==> src/rtl/rpn_stack_pop_pkg.sv <==
// Shared definitions for the RPN stack pop path: state codes, display glyphs
// and the operand-count helper.
package rpn_stack_pop_pkg;

    // Codes sit above the push FSM's range so both can share one state display.
    typedef enum logic [3:0] {
        S_IDLE   = 4'h8,
        S_CHECK  = 4'h9,
        S_ERR    = 4'hA,
        S_RD_A   = 4'hB,
        S_RD_B   = 4'hC,
        S_COMMIT = 4'hD
    } pop_state_t;

    localparam logic [6:0] SEG_E = 7'b0000110;
    localparam logic [6:0] SEG_R = 7'b0101111;
    localparam logic [6:0] SEG_O = 7'b0100011;

    function automatic logic [1:0] pop_need(input logic two);
        pop_need = two ? 2'd2 : 2'd1;
    endfunction

endpackage

==> src/rtl/rpn_stack_pop_reg.sv <==
// Plain load-enabled register used to hold the popped operands.
module reg_load_enable #(
    parameter int W = 8
) (
    input  logic         clk,
    input  logic         reset_n,
    input  logic         load,
    input  logic [W-1:0] d,
    output logic [W-1:0] q
);

    // Holds its value until the next load strobe.
    always_ff @(posedge clk) begin
        if (!reset_n) begin
            q <= '0;
        end else if (load) begin
            q <= d;
        end
    end

endmodule

==> src/rtl/rpn_stack_pop.sv <==
// Read side of the RPN operand stack: pops one or two operands from the stack
// RAM, reports underflow, and issues the decremented stack pointer.
module rpn_stack_pop
    import rpn_stack_pop_pkg::*;
#(
    parameter int DATA_W      = 8,
    parameter int ADDR_W      = 8,
    parameter int RAM_LATENCY = 1
) (
    input  logic              CLOCK_50,
    input  logic              reset_n,
    input  logic              pop_req,
    input  logic              pop_two,
    input  logic [ADDR_W-1:0] sp,
    input  logic [DATA_W-1:0] ram_rdata,
    output logic [ADDR_W-1:0] ram_addr,
    output logic              ram_rd,
    output logic [ADDR_W-1:0] sp_next,
    output logic              sp_we,
    output logic [DATA_W-1:0] operand_a,
    output logic [DATA_W-1:0] operand_b,
    output logic              busy,
    output logic              done,
    output logic              underflow
);

    localparam logic [1:0]        LAT_LAST = 2'(RAM_LATENCY - 1);
    localparam logic [ADDR_W-1:0] ONE      = ADDR_W'(1);
    localparam logic [ADDR_W-1:0] TWO      = ADDR_W'(2);

    pop_state_t        r_state;
    logic [ADDR_W-1:0] r_sp_l;
    logic              r_two_l;
    logic [1:0]        r_cnt;

    logic [ADDR_W-1:0] w_need;
    logic              w_last;
    logic              w_cap_a;
    logic              w_cap_b;

    // Operand count and capture strobes; the strobe fires on the cycle read data is valid.
    always_comb begin
        w_need  = {{(ADDR_W-2){1'b0}}, pop_need(r_two_l)};
        w_last  = (r_cnt == LAT_LAST);
        w_cap_a = (r_state == S_RD_A) && w_last;
        w_cap_b = (r_state == S_RD_B) && w_last;
    end

    // Pop sequencer; every output is registered alongside the state transition.
    always_ff @(posedge CLOCK_50) begin
        if (!reset_n) begin
            r_state   <= S_IDLE;
            r_sp_l    <= '0;
            r_two_l   <= 1'b0;
            r_cnt     <= 2'd0;
            ram_addr  <= '0;
            ram_rd    <= 1'b0;
            sp_next   <= '0;
            sp_we     <= 1'b0;
            busy      <= 1'b0;
            done      <= 1'b0;
            underflow <= 1'b0;
        end else begin
            case (r_state)
                S_IDLE: begin
                    done   <= 1'b0;
                    sp_we  <= 1'b0;
                    ram_rd <= 1'b0;
                    if (pop_req) begin
                        r_sp_l    <= sp;
                        r_two_l   <= pop_two;
                        underflow <= 1'b0;
                        busy      <= 1'b1;
                        r_state   <= S_CHECK;
                    end else begin
                        busy <= 1'b0;
                    end
                end
                // Rejecting here is what keeps sp_l-1 / sp_l-2 from wrapping.
                S_CHECK: begin
                    if (r_sp_l < w_need) begin
                        done      <= 1'b1;
                        underflow <= 1'b1;
                        r_state   <= S_ERR;
                    end else begin
                        ram_rd   <= 1'b1;
                        ram_addr <= r_sp_l - ONE;
                        r_cnt    <= 2'd0;
                        r_state  <= S_RD_A;
                    end
                end
                S_ERR: begin
                    done    <= 1'b0;
                    busy    <= 1'b0;
                    r_state <= S_IDLE;
                end
                S_RD_A: begin
                    if (w_last) begin
                        r_cnt <= 2'd0;
                        if (r_two_l) begin
                            ram_addr <= r_sp_l - TWO;
                            r_state  <= S_RD_B;
                        end else begin
                            ram_rd  <= 1'b0;
                            sp_next <= r_sp_l - w_need;
                            sp_we   <= 1'b1;
                            done    <= 1'b1;
                            r_state <= S_COMMIT;
                        end
                    end else begin
                        r_cnt <= r_cnt + 2'd1;
                    end
                end
                S_RD_B: begin
                    if (w_last) begin
                        r_cnt   <= 2'd0;
                        ram_rd  <= 1'b0;
                        sp_next <= r_sp_l - w_need;
                        sp_we   <= 1'b1;
                        done    <= 1'b1;
                        r_state <= S_COMMIT;
                    end else begin
                        r_cnt <= r_cnt + 2'd1;
                    end
                end
                S_COMMIT: begin
                    sp_we   <= 1'b0;
                    done    <= 1'b0;
                    busy    <= 1'b0;
                    r_state <= S_IDLE;
                end
                default: begin
                    ram_rd  <= 1'b0;
                    sp_we   <= 1'b0;
                    done    <= 1'b0;
                    busy    <= 1'b0;
                    r_state <= S_IDLE;
                end
            endcase
        end
    end

    reg_load_enable #(.W(DATA_W)) u_operand_a (
        .clk     (CLOCK_50),
        .reset_n (reset_n),
        .load    (w_cap_a),
        .d       (ram_rdata),
        .q       (operand_a)
    );

    reg_load_enable #(.W(DATA_W)) u_operand_b (
        .clk     (CLOCK_50),
        .reset_n (reset_n),
        .load    (w_cap_b),
        .d       (ram_rdata),
        .q       (operand_b)
    );

endmodule

==> config.mk <==
export PLATFORM = sky130hd
export DESIGN_NAME = rpn_stack_pop
export DESIGN_NICKNAME = d
export VERILOG_FILES = /design/src/rtl/rpn_stack_pop_pkg.sv /design/src/rtl/rpn_stack_pop_reg.sv /design/src/rtl/rpn_stack_pop.sv
export SDC_FILE = /design/constraint.sdc
export NUM_CORES = 1
export LEC_CHECK = 0
export CORE_UTILIZATION = 49
export CTS_CLUSTER_SIZE = 16
export DETAILED_ROUTE_END_ITERATION = 10
export PLACE_DENSITY_LB_ADDON = 0.1
export SYNTH_ARGS = -nofsm -noshare
export SYNTH_HDL_FRONTEND = slang
export SYNTH_SLANG_ARGS = --single-unit
==> constraint.sdc <==
create_clock -name CLOCK_50 -period 2.6 [get_ports CLOCK_50]
set_input_delay 0.78 -clock CLOCK_50 [delete_from_list [all_inputs] [get_ports CLOCK_50]]
set_output_delay 0.78 -clock CLOCK_50 [all_outputs]
set_load 0.05 [all_outputs]
==> results of run 1 <==
kinds of logic after synthesis:
kind of cell | synth area share, %
AND/OR/NAND/NOR | 22.59
flip-flops | 43.78
multiplexers | 0.4292
adder cells (fa/ha/maj) | 4.614
XOR/XNOR | 4.507
buffers and inverters | 5.364
AO/OA/AOI/OAI | 18.72
worst paths after layout:
check	startpoint	end	slack, ns	cells after the start
hold / removal	u_operand_a.q[1]	u_operand_a.q[1]	0.46	2
hold reg to reg	u_operand_a.q[1]	u_operand_a.q[1]	0.46	2
setup / recovery	underflow	underflow	0.35	1
setup reg to reg	r_two_l	ram_addr[2]	0.44	7
stage by stage:
stage / setup WS, ns / hold WS, ns
floorplan: 0.5695 / 0.4670
detailed placement: 0.4191 / 0.4464
finish: 0.3504 / 0.4568
CTS: 0.3482 / 0.4585
global placement: 0.4779 / 0.4411
global route: 0.2886 / 0.4785
area by class of cell:
type | count | area share [%]
clock inverter | 1 | 0.1668
clock buffer | 7 | 2.544
inverter | 7 | 0.8757
tap | 52 | 2.168
sequential | 51 | 34.03
multi-input combinational | 202 | 39.53
timing repair buffer | 64 | 20.68
where the power goes:
group / switching (mW) / leakage [nW] / internal [mW] / total [mW]
sequential: 0.0592 / 0.415 / 0.836 / 0.895
clock: 0.243 / 0.0422 / 0.189 / 0.433
combinational: 0.328 / 0.648 / 0.222 / 0.550
total: 0.631 / 1.10 / 1.25 / 1.88
metal layers:
metal | global-route usage [%] | share of wire (%) | up-vias
li1 | - | - | 1067
met1 | 29.10 | 50 | 922
met2 | 32.59 | 44 | 61
met3 | 5.128 | 5.1 | 6
met4 | 5.778 | 0.97 | 0
met5 | 0 | 0 | -
layout by cell type, fill, tap and decap left out, types with 7 or more instances in the layout:
master | netlist | routed
clkdlybuf4s50_1 | 0 | 56
xor2_1 | 9 | 9
a211oi_1 | 8 | 8
nor2_1 | 17 | 17
a21oi_1 | 38 | 38
dfxtp_1 | 51 | 51
ha_1 | 7 | 7
nand2_1 | 62 | 62
buf_4 | 2 | 8
state kept, by name (all words and copies together) (netlist names):
signal / cells
busy: 1
done: 1
r_cnt: 2
r_sp_l: 8
r_state: 3
r_two_l: 1
ram_addr: 8
ram_rd: 1
sp_next: 8
sp_we: 1
u_operand_a.q: 8
u_operand_b.q: 8
underflow: 1
==> results.txt, run 1 <==
Status: finished, violations left
Failing checks: DRC
Wire per inst: 13.17 um
CP startpoint kind: register
Top FF cell, synth: dfxtp_1
Setup Fix Bufs, Post-CTS: 0
Max-cap violation count: 0
Via count: 2,056
Final setup vio count: 0
Crit-path leading delay family: buffers and inverters
Ports: 57
Final hold violations: 0
Number of CTS-inserted buffers: 5
Slowest cell on crit path: clkdlybuf4s50_1
Async SR Flop Fraction: 0%
Die area: 5040 sq um
Final WL: 5.059 mm
Synth Instances: 282
Top cells by count, synth: 62 x nand2_1, 51 x dfxtp_1, 38 x a21oi_1, 17 x nor2_1, 13 x clkbuf_1
Initial DRC count: 146
Period minus WS final: 2.250 ns
Total power: 1.878 mW
Cell Area, Placed: 2919 sq um
Most frequent cell after synthesis: nand2_1
Grt total ovfl: 0
CP max stage delay: 0.81 ns
Final Non-Filler Cells: 384
Max Root-Sink Buffers: 2
Slew Viols, Final: 0
Post-CTS sizing: 0
Buf/Inv on CP: 1
First-pass GRT wire length: 8.445 mm
Antenna Violating Nets Remaining: 0
Yosys reg bits: 51
DP HPWL: 3.753 mm
Die width: 70.99 um
Hold Buf Count CTS: 0
# fillers: 407
Crit path cell chain: clkdlybuf4s50_1
Fin area: 3000 sq um
Post-synth top area cell: dfxtp_1
Seq/Total Area, Yosys: 43.78%
Starting density of the core: 52.13%
Multi-input logic area: 1186 sq um
Post-synth EDFFs: 0
Row count: 24
Final core utilization: 67.06%
Arr. time, crit path: 1.47 ns
Unrepaired setup endpoints after global routing: false
Clock skew: 0.003887 ns
Vias in the first global route: 1,786
Setup CP Type: reg2out
HP Class: reg2reg
Slew @ Worst Pin: 0.5158 ns
Req. time, crit path: 1.82 ns
Post-Syn Area: 2332 sq um
Clock latency at the later pin of the worst-skew pair: 0.30 ns
Htree depth: 2
Layout cells sized above 1: 6.627%
Seq. cell area: 1021 sq um
DR pass1 iterations: 10
Diodes inserted: 0
TNS Setup: 0 ns
Initial antenna violation count: 0
Placed cells: 376
Share of the synthesized area in the top cell type: 43.78%
CTS tree: done
Leakage Power: 1.105 nW
Synth area leaders: dfxtp_1 44%, nand2_1 10%, a21oi_1 8.2%
Avg Cell Area, Syn: 8.270 sq um
Clock Pin Slew Worst Setup and Hold Paths: 0.08 ns
Layout Area Growth over Synthesis: 28.65%
P per Cell Area: 625.8 nW/um^2
Crit-path max FO: 2
IO buf count: 56
Syn nets: 310
Root Buffer: clkbuf_8
Final Cycle Share: 86.52%
Core box area: 4474 sq um
Max Fclk: 444.5 MHz
Final Wtd Congestion: 0.8626
Max VDD drop: 0.0003188 V
Slew headroom: 65.50%
Die H: 70.99 um
Clock sinks: 51
DRC Markers: 7
Synth cell types: 48
Largest net degree at the start of global routing: 20
Fin nets: 359
Synth warnings: 0
Crit. End Element: output pin
Total Routing Usage GR: 20.94%
Drt via density: 5.354
Note: power is estimated with default switching activity, not from simulation.
==> run 2, diff against run 1 <==
--- a/config.mk
+++ b/config.mk
@@ -5,9 +5,12 @@
 export SDC_FILE = /design/constraint.sdc
 export NUM_CORES = 1
 export LEC_CHECK = 0
-export CORE_UTILIZATION = 49
+export CELL_PAD_IN_SITES_DETAIL_PLACEMENT = 1
+export CELL_PAD_IN_SITES_GLOBAL_PLACEMENT = 2
+export CORE_UTILIZATION = 28
 export CTS_CLUSTER_SIZE = 16
 export DETAILED_ROUTE_END_ITERATION = 10
+export GPL_ROUTABILITY_DRIVEN = 0
 export PLACE_DENSITY_LB_ADDON = 0.1
 export SYNTH_ARGS = -nofsm -noshare
 export SYNTH_HDL_FRONTEND = slang
==> results.txt, run 2 (same netlist as run 1, synthesis figures left out) <==
Max Fclk: 440.4 MHz (was 444.5 MHz)
Leakage Power: 1.114 nW (was 1.105 nW)
Final setup vio count: 0 (unchanged)
Root Buffer: clkbuf_8 (unchanged)
IO buf count: 56 (unchanged)
Clock Pin Slew Worst Setup and Hold Paths: 0.09 ns (was 0.08 ns)
Period minus WS final: 2.271 ns (was 2.250 ns)
Reg2reg path depth: 7 (unchanged)
Htree depth: 2 (unchanged)
Hold Buf Count CTS: 0 (unchanged)
Worst R2R Start: r_two_l (unchanged)
Via count: 2,108 (was 2,056)
Clock skew: 0.003307 ns (was 0.003887 ns)
Initial antenna violation count: 0 (unchanged)
Die width: 93.27 um (was 70.99 um)
Most frequent cells in the layout: 62 x nand2_1, 56 x clkdlybuf4s50_1, 51 x dfxtp_1 (unchanged)
Final Cycle Share: 87.33% (was 86.52%)
Layout Area Growth over Synthesis: 32.35% (was 28.65%)
Final Non-Filler Cells: 435 (was 384)
CP max stage delay: 0.82 ns (was 0.81 ns)
Crit path cell chain: clkdlybuf4s50_1 (unchanged)
DR pass1 iterations: 4 (was 10)
Layout cells sized above 1: 7.207% (was 6.627%)
Core box area: 7888 sq um (was 4474 sq um)
Unrepaired setup endpoints after global routing: false (unchanged)
Post-CTS sizing: 0 (unchanged)
Setup CP Type: reg2out (unchanged)
Status: complete, no violations (was finished, violations left)
Die H: 93.27 um (was 70.99 um)
CTS tree: done (unchanged)
DRC Markers: 0 (was 7)
Wire per inst: 14.69 um (was 13.17 um)
Arr. time, crit path: 1.49 ns (was 1.47 ns)
Final WL: 6.388 mm (was 5.059 mm)
Setup Fix Bufs, Post-CTS: 0 (unchanged)
Die area: 8698 sq um (was 5040 sq um)
Reg2Reg Setup Slack: 0.38 ns (was 0.44 ns)
Slew Viols, Final: 0 (unchanged)
Req. time, crit path: 1.82 ns (about the same)
Largest net degree at the start of global routing: 24 (was 20)
Number of CTS-inserted buffers: 5 (unchanged)
HP Class: reg2reg (unchanged)
Total Routing Usage GR: 15.83% (was 20.94%)
Final hold violations: 0 (unchanged)
Crit-path leading delay family: buffers and inverters (unchanged)
Buf/Inv on CP: 1 (unchanged)
WP depth: 1 (unchanged)
Ports: 57 (unchanged)
TNS Setup: 0 ns (unchanged)
Fin nets: 360 (was 359)
CP startpoint kind: register (unchanged)
Max Root-Sink Buffers: 2 (unchanged)
Crit-path max FO: 2 (unchanged)
Placed cells: 427 (was 376)
Diodes inserted: 0 (unchanged)
RR Endpoint: ram_addr[2] (unchanged)
Vias in the first global route: 2,058 (was 1,786)
Max VDD drop: 0.0002150 V (was 0.0003188 V)
Starting density of the core: 29.57% (was 52.13%)
Max-cap violation count: 0 (unchanged)
P per Cell Area: 621.4 nW/um^2 (was 625.8 nW/um^2)
WHS: 0.4586 ns (was 0.4568 ns)
Clock sinks: 51 (unchanged)
Initial DRC count: 41 (was 146)
Crit. End Element: output pin (unchanged)
Slew @ Worst Pin: 0.5140 ns (was 0.5158 ns)
Row count: 32 (was 24)
Drt via density: 4.846 (was 5.354)
Slowest cell on crit path: clkdlybuf4s50_1 (unchanged)
First-pass GRT wire length: 10.65 mm (was 8.445 mm)
Clock latency at the later pin of the worst-skew pair: 0.30 ns (about the same)
Critical Path Start: ram_addr[0] (was underflow)
CP Capture Point: ram_addr[0] (was underflow)
Slew headroom: 65.63% (was 65.50%)
Most common cell after layout, fill and taps aside: nand2_1 (unchanged)
Antenna Violating Nets Remaining: 0 (unchanged)
Grt total ovfl: 0 (unchanged)
DP HPWL: 4.830 mm (was 3.753 mm)
[run 2: cell types whose count changed in the layout (fill, tap and decap cells not counted), sizes merged]
cell / previous run / this run
clkbuf: 7 / 6
buf: 8 / 9
clkinvlp: 0 / 1
[run 2: power by group]
part / switching [mW] / total [mW] / leakage [nW] / internal, mW
Clock: 0.264 / 0.453 / 0.0412 / 0.189
Sequential: 0.0586 / 0.895 / 0.415 / 0.836
Combinational: 0.346 / 0.570 / 0.658 / 0.224
[run 2: metal layers]
layer,wire length [um],vias up,track usage (%)
met2,2657,46,23.28
li1,-,1062,-
met4,54,0,4.231
met1,3413,995,23.42
met3,262,5,3.008
met5,0,-,0
[run 2: final cells by class]
| cell class | instances | area, sq um |
|---|---|---|
| clock buffer | 6 | 72.57 |
| clock inverter | 2 | 12.51 |
| fill | 936 | 4801 |
| inverter | 7 | 26.28 |
| multi-input combinational | 202 | 1186 |
| sequential | 51 | 1021 |
| tap | 102 | 127.6 |
| timing repair buffer | 65 | 640.6 |
[run 2: how the worst min path moves through the flow]
stage | from | end | slack, ns | cells past startpoint
after floorplan | r_sp_l[1] | r_sp_l[1] | 0.47 | 2
after global placement | u_operand_a.q[5] | u_operand_a.q[5] | 0.45 | 2
after detailed placement | u_operand_a.q[5] | u_operand_a.q[5] | 0.45 | 2
after CTS | u_operand_a.q[5] | u_operand_a.q[5] | 0.46 | 2
after global routing | u_operand_a.q[5] | u_operand_a.q[5] | 0.49 | 2
final | u_operand_a.q[5] | u_operand_a.q[5] | 0.46 | 2
[run 2: per-stage QoR]
stage	worst slack (ns)	power, mW	area [sq um]	utilization (%)
3_3_place_gp	0.4057	1.485	3002	38.06
5_1_grt	0.2361	2.039	3087	39.13
2_1_floorplan	0.5695	1.291	2332	-
4_1_cts	0.3246	1.950	3087	39.13
6_report	0.3293	1.918	3087	39.13
3_5_place_dp	0.3361	1.488	3002	38.06
